[src/rtl/key_pkg.sv]
// Shared definitions for the PS/2 key-to-note path.
// Holds the scan codes with special meaning, the "no key" index value and
// the prefix-tracking FSM state encodings.
package key_pkg;

    localparam logic [7:0] SC_BREAK  = 8'hF0;
    localparam logic [7:0] SC_EXT    = 8'hE0;
    localparam logic [7:0] SC_OCT_DN = 8'h1A;
    localparam logic [7:0] SC_OCT_UP = 8'h22;
    localparam logic [3:0] KEY_NONE  = 4'hF;

    typedef enum logic [1:0] {
        S_IDLE    = 2'd0,
        S_BRK     = 2'd1,
        S_EXT     = 2'd2,
        S_EXT_BRK = 2'd3
    } state_e;

endpackage

[src/rtl/key_note_map.sv]
// Combinational scan code -> piano key index map (13-key layout).
// Ports:
//   code    - 8-bit scan code
//   key_idx - key index 0..12, or KEY_NONE for anything unmapped
//             (octave keys are also KEY_NONE here; they are handled upstream)
module key_note_map
    import key_pkg::*;
(
    input  logic [7:0] code,
    output logic [3:0] key_idx
);

    always_comb begin
        key_idx = KEY_NONE;
        case (code)
            8'h1C:   key_idx = 4'd0;
            8'h1D:   key_idx = 4'd1;
            8'h1B:   key_idx = 4'd2;
            8'h24:   key_idx = 4'd3;
            8'h23:   key_idx = 4'd4;
            8'h2B:   key_idx = 4'd5;
            8'h2C:   key_idx = 4'd6;
            8'h34:   key_idx = 4'd7;
            8'h35:   key_idx = 4'd8;
            8'h33:   key_idx = 4'd9;
            8'h3C:   key_idx = 4'd10;
            8'h3B:   key_idx = 4'd11;
            8'h42:   key_idx = 4'd12;
            default: key_idx = KEY_NONE;
        endcase
    end

endmodule

[src/rtl/key_note_decoder.sv]
// Monophonic last-key-priority note decoder behind a PS/2 receiver.
// Tracks F0 (break) / E0 (extended) prefixes, maps 13 keys to a note number
// and handles two saturating octave-shift keys.
// Ports:
//   clk_50Mhz - system clock
//   rst       - asynchronous active-high reset
//   code      - scan code, stable while idle is high
//   idle      - receiver idle flag (async); rising edge = new code
//   note      - octave*12 + key index (0..60)
//   gate      - high while the current note's key is held
//   note_stb  - one-cycle pulse when note is loaded by a key make
//   octave    - current octave 0..OCT_MAX
module key_note_decoder
    import key_pkg::*;
#(
    parameter int OCT_RESET = 2,
    parameter int OCT_MAX   = 4
) (
    input  logic       clk_50Mhz,
    input  logic       rst,
    input  logic [7:0] code,
    input  logic       idle,
    output logic [5:0] note,
    output logic       gate,
    output logic       note_stb,
    output logic [2:0] octave
);

    localparam logic [2:0] OCT_RST_V = 3'(OCT_RESET);
    localparam logic [2:0] OCT_MAX_V = 3'(OCT_MAX);

    // [0],[1] synchronise idle; [2] is the edge-detect delay.
    logic [2:0] sync_q, sync_d;
    logic       code_stb;

    state_e     state_q, state_d;
    logic [5:0] note_q, note_d;
    logic       gate_q, gate_d;
    logic       note_stb_q, note_stb_d;
    logic [2:0] oct_q, oct_d;
    logic [3:0] held_q, held_d;

    logic [3:0] key_idx;
    logic [5:0] oct12;
    logic       make_ev, brk_ev;

    key_note_map u_map (
        .code    (code),
        .key_idx (key_idx)
    );

    assign code_stb = sync_q[1] & ~sync_q[2];
    assign oct12    = {oct_q, 3'b000} + {1'b0, oct_q, 2'b00};

    always_comb begin
        sync_d     = {sync_q[1:0], idle};
        state_d    = state_q;
        note_d     = note_q;
        gate_d     = gate_q;
        held_d     = held_q;
        oct_d      = oct_q;
        note_stb_d = 1'b0;
        make_ev    = 1'b0;
        brk_ev     = 1'b0;

        if (code_stb) begin
            case (state_q)
                S_IDLE: begin
                    if (code == SC_EXT)        state_d = S_EXT;
                    else if (code == SC_BREAK) state_d = S_BRK;
                    else                       make_ev = 1'b1;
                end
                S_BRK: begin
                    if (code == SC_BREAK)    state_d = S_BRK;
                    else if (code == SC_EXT) state_d = S_EXT_BRK;
                    else begin
                        brk_ev  = 1'b1;
                        state_d = S_IDLE;
                    end
                end
                S_EXT: begin
                    // Extended keys are not part of the layout; drop them.
                    if (code == SC_BREAK) state_d = S_EXT_BRK;
                    else                  state_d = S_IDLE;
                end
                S_EXT_BRK: state_d = S_IDLE;
                default:   state_d = S_IDLE;
            endcase
        end

        if (make_ev) begin
            if (key_idx != KEY_NONE) begin
                // A repeat of the held key (typematic) must not retrigger.
                if (!(gate_q && key_idx == held_q)) begin
                    note_d     = oct12 + {2'b00, key_idx};
                    held_d     = key_idx;
                    gate_d     = 1'b1;
                    note_stb_d = 1'b1;
                end
            end else if (code == SC_OCT_DN) begin
                if (oct_q != 3'd0) oct_d = oct_q - 3'd1;
            end else if (code == SC_OCT_UP) begin
                if (oct_q < OCT_MAX_V) oct_d = oct_q + 3'd1;
            end
        end

        // Only releasing the most recent key closes the gate.
        if (brk_ev && key_idx != KEY_NONE && gate_q && key_idx == held_q)
            gate_d = 1'b0;
    end

    always_ff @(posedge clk_50Mhz or posedge rst) begin
        if (rst) begin
            sync_q     <= 3'b111;
            state_q    <= S_IDLE;
            note_q     <= 6'd0;
            gate_q     <= 1'b0;
            note_stb_q <= 1'b0;
            oct_q      <= OCT_RST_V;
            held_q     <= KEY_NONE;
        end else begin
            sync_q     <= sync_d;
            state_q    <= state_d;
            note_q     <= note_d;
            gate_q     <= gate_d;
            note_stb_q <= note_stb_d;
            oct_q      <= oct_d;
            held_q     <= held_d;
        end
    end

    assign note     = note_q;
    assign gate     = gate_q;
    assign note_stb = note_stb_q;
    assign octave   = oct_q;

endmodule

[config.mk]
export PLATFORM = sky130hd
export DESIGN_NAME = key_note_decoder
export DESIGN_NICKNAME = d
export VERILOG_FILES = /design/src/rtl/key_pkg.sv /design/src/rtl/key_note_map.sv /design/src/rtl/key_note_decoder.sv
export SDC_FILE = /design/constraint.sdc
export NUM_CORES = 1
export LEC_CHECK = 0
export CORE_MARGIN = 10
export CORE_UTILIZATION = 40
export CTS_BUF_LIST = sky130_fd_sc_hd__clkbuf_16
export DETAILED_ROUTE_END_ITERATION = 12
export SKIP_CTS_REPAIR_TIMING = 1
export SYNTH_ARGS = -nofsm -noshare
export SYNTH_HDL_FRONTEND = slang
export SYNTH_HIERARCHICAL = 1
export SYNTH_SLANG_ARGS = --single-unit
[constraint.sdc]
create_clock -name clk_50Mhz -period 2.3 [get_ports clk_50Mhz]
set_input_delay 0.46 -clock clk_50Mhz [delete_from_list [all_inputs] [get_ports clk_50Mhz]]
set_output_delay 0.46 -clock clk_50Mhz [all_outputs]
set_load 0.01 [all_outputs]
==> results of run 1 <==
[layout make-up]
cell class	count	share of cell area
timing repair buffer	65	0.257
inverter	7	0.0118
multi-input combinational	94	0.443
tap	46	0.0258
clock buffer	3	0.0336
sequential	20	0.229
[metrics by stage]
stage / std cells / worst slack, ns / total power, mW / setup TNS, ns / area, sq um
after floorplan: 125 / -0.311 / 0.717 / -1.58 / 1440
after global placement: 220 / -0.896 / 0.916 / -11.93 / 1900
after detailed placement: 220 / -0.931 / 0.924 / -12.51 / 1900
after CTS: 223 / -0.689 / 1.28 / -8.69 / 1970
after global routing: 235 / -0.376 / 1.43 / -4.21 / 2230
final: 235 / -0.263 / 1.35 / -2.55 / 2230
[worst max-delay path, delay by kind of cell]
kind	cells	cell delay (ns)
AND/OR/NAND/NOR	7	1.25
AO/OA/AOI/OAI	1	0.13
buffers and inverters	4	0.53
multiplexers	1	0.32
[where the power goes]
group | internal [mW] | total [mW] | switching, mW
Combinational | 0.305 | 0.490 | 0.185
Sequential | 0.452 | 0.514 | 0.0618
Clock | 0.229 | 0.349 | 0.120
Total | 0.986 | 1.35 | 0.367
[logic make-up (layout without fill, tap and decap cells)]
kind of cell	Yosys count	after routing	synth area share
fa+ha+maj	8	8	0.0871
compound gates	16	16	0.110
mux	13	13	0.116
flops	20	20	0.363
xor+xnor	8	8	0.0498
buf+inv	11	75	0.0418
simple gates	49	49	0.233
[per-layer routing]
layer | track usage | up-vias | share of wire
met5 | 0 | - | 0
met4 | 0.0358 | 0 | 0.016
met3 | 0.0360 | 8 | 0.051
met2 | 0.192 | 29 | 0.52
met1 | 0.128 | 601 | 0.41
li1 | - | 588 | -
[registers in the layout, summed over array words and instances (netlist names)]
register	cells
gate	1
octave	3
note_stb	1
held_q	4
note	6
state_q	2
sync_q	3
[how the worst max path moves through the flow]
stage,end,slack [ns]
floorplan,note[5]$_DFFE_PP0P_,-0.31
global route,note[3]$_DFFE_PP0P_,-0.38
finish,note[3]$_DFFE_PP0P_,-0.26
CTS,note[5]$_DFFE_PP0P_,-0.69
global placement,note[5]$_DFFE_PP0P_,-0.90
detailed placement,note[5]$_DFFE_PP0P_,-0.93
[Yosys cell counts, drive strengths merged, types with 3 or more instances]
cell | n | area share
nand4 | 3 | 0.013
o2111ai | 3 | 0.019
o21ai | 3 | 0.011
inv | 7 | 0.019
nand3 | 6 | 0.021
xnor2 | 3 | 0.019
nand2 | 8 | 0.023
mux2 | 11 | 0.10
xor2 | 5 | 0.031
dfrtp | 12 | 0.21
nor2b | 4 | 0.023
nor2 | 6 | 0.016
ha | 5 | 0.044
and2 | 3 | 0.018
nor3 | 3 | 0.011
dfstp | 8 | 0.15
fa | 3 | 0.043
==> results.json, run 1 <==
{
  "yosysSeqAreaShare": 0.363,
  "clkTransAtPathRegs_ns": 0.05,
  "end_kind": "flip-flop",
  "fmax_mhz": 390,
  "power.density_nw_per_um2": 605,
  "avgSynthCellArea_sq_um": 11.3,
  "dieHeight_um": 79.3,
  "cap_violations": 0,
  "fillers": 275,
  "cts_tree": "built",
  "gp_congestion": 0.859,
  "cts_sinks": 20,
  "status": "finished, violations left",
  "skew_ns": 0.00129,
  "ant_nets": 0,
  "synth-main-ff-cell": "dfrtp_1",
  "slew_violations": 0,
  "core_sq_um": 3360,
  "drive_above_1_share": 0.540,
  "rows": 21,
  "r2r_cells": 6,
  "insertion_delay_ns": 0.25,
  "area_growth_syn_to_layout_pct": 58.7,
  "path_class": "in2reg",
  "p_leak_nw": 0.991,
  "fin_crit_ns": 2.56,
  "track_usage": 0.112,
  "reg2reg_from": "octave[0]$_DFFE_PP0P_",
  "hold_slack_ns": 0.358,
  "netlist_area_sq_um": 1410,
  "ys_async_sr_fraction": 1.00,
  "root_buffer": "clkbuf_16",
  "post_drt_wl_per_cell_um": 16.0,
  "crit_slowest_cell": "mux2_4",
  "syn_inst": 125,
  "drc_errors": 0,
  "die-area_sq_um": 6290,
  "mostFrequentLayoutCell": "buf_4",
  "via_per_inst": 5.22,
  "hold_path_end": "sync_q[1]$_DFF_PP1_",
  "initial_core_util": 0.419,
  "worst_pin_slew_ns": 0.375,
  "hold_path_class": "reg2reg",
  "firstDrtPassIters": 4,
  "routed_wl_um": 3760,
  "ys_seq_elements": 20,
  "max_slew_margin": 0.748,
  "h-tree-depth": 1,
  "grt_max_degree": 21,
  "diodes": 0,
  "utilization": 0.664,
  "io_pins": 22,
  "dpl.hpwl_um": 2660,
  "required_ns": 2.43,
  "yosys_warnings": 6,
  "antenna_found_initial": 0,
  "path_cells": "buf_8 -> buf_6 -> nor4b_4 -> nand3_1 -> nand4_1 -> o221ai_2 -> buf_4 -> nand4_1 -> buf_4 -> nand2_4 -> nor4_4 -> and2_4 -> mux2_4",
  "reg2reg_slack_ns": 0.15,
  "die_w_um": 79.3,
  "ir_worst_vdd_uv": 463,
  "hold_violations": 0,
  "critical_path_peak_fanout": 7,
  "grt_pass1_vias": 1198,
  "setup_viol": 14,
  "cp.arrival_ns": 2.69,
  "fin_crit_sh": 1.11,
  "finalWorstSetupSlack_ns": -0.263,
  "crit_path_start_kind": "input port",
  "numPortBuffers": 21,
  "drt_iter0_drc": 83,
  "crit_start": "code[5]",
  "synth_edf_count": 0,
  "multi_input_area_sq_um": 990,
  "cts_made_buffers": 3,
  "nets": 210,
  "layout_common_cells": "buf_4, clkdlybuf4s50_1, dfrtp_1, mux2_4, dfstp_2",
  "register_area_sq_um": 510,
  "hold_path_depth": 0,
  "clk_path_buf_depth": 2,
  "grt_pass1_wl_um": 5690,
  "hold_start": "sync_q[0]$_DFF_PP1_",
  "grt.overflow.total": 0,
  "rsz0062_at_grt": "yes",
  "vias": 1226,
  "synth_fp_nets": 144,
  "violations": "negative setup slack",
  "r2r-end": "note[5]$_DFFE_PP0P_",
  "synth_cell_types": 49,
  "slowest_delay_ns": 0.32
}
Power figures use the tool's default switching activity.
==> inputs of run 2 (changes only) <==
--- a/config.mk
+++ b/config.mk
@@ -8,9 +8,9 @@
 export CORE_MARGIN = 10
 export CORE_UTILIZATION = 40
 export CTS_BUF_LIST = sky130_fd_sc_hd__clkbuf_16
+export CTS_CLUSTER_DIAMETER = 40
 export DETAILED_ROUTE_END_ITERATION = 12
 export SKIP_CTS_REPAIR_TIMING = 1
 export SYNTH_ARGS = -nofsm -noshare
 export SYNTH_HDL_FRONTEND = slang
-export SYNTH_HIERARCHICAL = 1
 export SYNTH_SLANG_ARGS = --single-unit
==> run 2 against run 1 <==
The run still ends with negative setup slack left; power down 7.4%; clock skew up 0.0047 ns; sequential power shrank 5.1%; count of clock-buffer cells in the layout unchanged; final area down 0.73%; die area increased by 3.8%; hold slack better by 0.00075 ns; critical endpoint is now note[5]$_DFFE_PP0P_; largest power group unchanged.
==> results.json, run 2 <==
{
  "cp.arrival_ns": 2.99,
  "hold_violations": 0,
  "synth-main-ff-cell": "dfrtp_1",
  "routed_wl_um": 3820,
  "rsz0062_at_grt": "yes",
  "h-tree-depth": 1,
  "numPortBuffers": 21,
  "yosysSeqAreaShare": 0.345,
  "synth_edf_count": 0,
  "slowest_delay_ns": 0.50,
  "skew_ns": 0.00600,
  "path_depth": 10,
  "synth_fp_nets": 162,
  "synthSimpleGateAreaFrac": 0.236,
  "violations": "negative setup slack",
  "layout_common_cells": "buf_4, clkdlybuf4s50_1, dfrtp_1, nand2_1",
  "status": "finished, violations left",
  "hold_path_depth": 0,
  "yosys_warnings": 0,
  "path_buf_inv": 2,
  "crit_path_start_kind": "input port",
  "synth_top_family_by_area": "simple AND/OR/NAND/NOR gates",
  "root_buffer": "clkbuf_16",
  "path_delay_family": "adder cells",
  "crit_slowest_cell": "fa_1",
  "grt_max_degree": 21,
  "synth_cell_types": 58,
  "finalWorstSetupSlack_ns": -0.555,
  "largest_reg_flops": 6,
  "grt_pass1_vias": 1395,
  "yosysTopAreaCellShare": 0.203,
  "power.density_nw_per_um2": 565,
  "end_kind": "flip-flop",
  "vias": 1313,
  "grt_pass1_wl_um": 6380,
  "insertion_delay_ns": 0.25,
  "drt_iter0_drc": 97,
  "critical_path_peak_fanout": 4,
  "grt.overflow.total": 0,
  "fmax_mhz": 350,
  "synthTopCellsByCount": "dfrtp_1, inv_1, nand2_1",
  "clk_path_buf_depth": 2,
  "p_leak_nw": 1.06,
  "cap_violations": 0,
  "area_growth_syn_to_layout_pct": 49.8,
  "m1WireLength_um": 1690,
  "fin_crit_sh": 1.24,
  "avgSynthCellArea_sq_um": 10.4,
  "yosys.area.top_type": "dfrtp_1",
  "ir_worst_vdd_uv": 541,
  "max_slew_margin": 0.475,
  "r2r_cells": 5,
  "worst_pin_slew_ns": 0.786,
  "cts_tree": "built",
  "fin_crit_ns": 2.85,
  "clkTransAtPathRegs_ns": 0.06,
  "synth_compound_area_frac": 0.157,
  "rows": 22,
  "core_sq_um": 3610,
  "synth_adder_area_share": 0.0828,
  "nets": 224,
  "diodes": 0,
  "ys_async_sr_fraction": 1.00,
  "dr_wl_met3_um": 134,
  "die_w_um": 80.8,
  "ys_seq_elements": 20,
  "synth_most_common_cell": "dfrtp_1",
  "antenna_found_initial": 0,
  "synth_mux_area_frac": 0.0828,
  "drc_errors": 0,
  "dpl.cell_count": 245,
  "synth_area_leaders": "dfrtp_1, dfstp_2, mux2_4",
  "cts_sinks": 20,
  "netlist_area_sq_um": 1480,
  "required_ns": 2.44,
  "post_drt_wl_per_cell_um": 15.2,
  "drive_above_1_share": 0.471,
  "syn_inst": 143,
  "mostFrequentLayoutCell": "buf_4",
  "via_per_inst": 5.21,
  "final_cells": 252,
  "io_pins": 22,
  "cts_made_buffers": 3,
  "wl_met2_um": 1970,
  "slew_violations": 0,
  "path_class": "in2reg",
  "highest_layer": "met4",
  "firstDrtPassIters": 4,
  "die-area_sq_um": 6530,
  "hold_path_class": "reg2reg",
  "dpl.hpwl_um": 3020,
  "setup_viol": 8,
  "track_usage": 0.120,
  "path_cells": "clkbuf_2 -> or3b_4 -> o221a_4 -> a31oi_4 -> inv_2 -> fa_1 -> ha_4 -> fa_2 -> xor2_1 -> mux2_4",
  "ant_nets": 0,
  "synth_xor_area_frac": 0.0355,
  "dieHeight_um": 80.8,
  "power_mw": 1.25,
  "initial_core_util": 0.410,
  "gp_congestion": 0.880
}
## run 2: cell types whose count changed in the layout (fill, tap and decap cells not counted), moves of 4 or more
cell,delta
clkbuf_2,+5
o21ai_0,+4
nand3_1,-4
a21oi_1,+4
## run 2: where the power goes
| part | total [mW] | switching, mW | internal [mW] |
|---|---|---|---|
| Clock | 0.353 | 0.122 | 0.231 |
| Sequential | 0.488 | 0.0523 | 0.435 |
| Combinational | 0.412 | 0.173 | 0.239 |
## run 2: layout make-up
type	count	area, sq um
clock inverter	1	3.75
clock buffer	3	75.1
fill	313	1390
tap	48	60.1
inverter	10	37.5
multi-input combinational	105	985
sequential	20	510
timing repair buffer	65	546
## run 2: cell families after synthesis
family	Yosys count
AND/OR/NAND/NOR	52
AO/OA/AOI/OAI	30
flip-flops	20
buffers and inverters	18
multiplexers	9
adder cells (fa/ha/maj)	8
XOR/XNOR	6
## run 2: per-layer routing
metal | up-vias | global-route usage
met2 | 11 | 0.205
li1 | 639 | -
met1 | 659 | 0.144
met5 | - | 0
met3 | 4 | 0.0375
met4 | 0 | 0.0260
## run 2: final timing paths
path	from	end	slack, ns
max	code[6]	note[5]$_DFFE_PP0P_	-0.55
min reg2reg	sync_q[0]$_DFF_PP1_	sync_q[1]$_DFF_PP1_	0.36
min	sync_q[0]$_DFF_PP1_	sync_q[1]$_DFF_PP1_	0.36
max in group asynchronous	rst	state_q[0]$_DFFE_PP0P_	1.15
max reg2reg	octave[1]$_DFFE_PP1P_	note[5]$_DFFE_PP0P_	0.21
min in group asynchronous	rst	note[1]$_DFFE_PP0P_	0.66
## run 2: through the flow
step	hold slack [ns]	worst slack, ns	util	setup TNS (ns)	instance area, sq um
6_report	0.359	-0.555	0.615	-2.58	2220
5_1_grt	0.367	-0.654	0.615	-3.64	2220
3_5_place_dp	0.350	-1.18	0.570	-10.48	2050
3_3_place_gp	0.351	-1.13	0.570	-9.91	2050
2_1_floorplan	0.345	-0.634	-	-1.80	1540
4_1_cts	0.361	-0.917	0.592	-6.70	2130
==> inputs of run 3 (changes only) <==
--- a/config.mk
+++ b/config.mk
@@ -13,4 +13,5 @@
 export SKIP_CTS_REPAIR_TIMING = 1
 export SYNTH_ARGS = -nofsm -noshare
 export SYNTH_HDL_FRONTEND = slang
+export SYNTH_HIERARCHICAL = 1
 export SYNTH_SLANG_ARGS = --single-unit
==> results of run 3 <==
No change in the layout: final DEF, timing and power equal those of run 1.
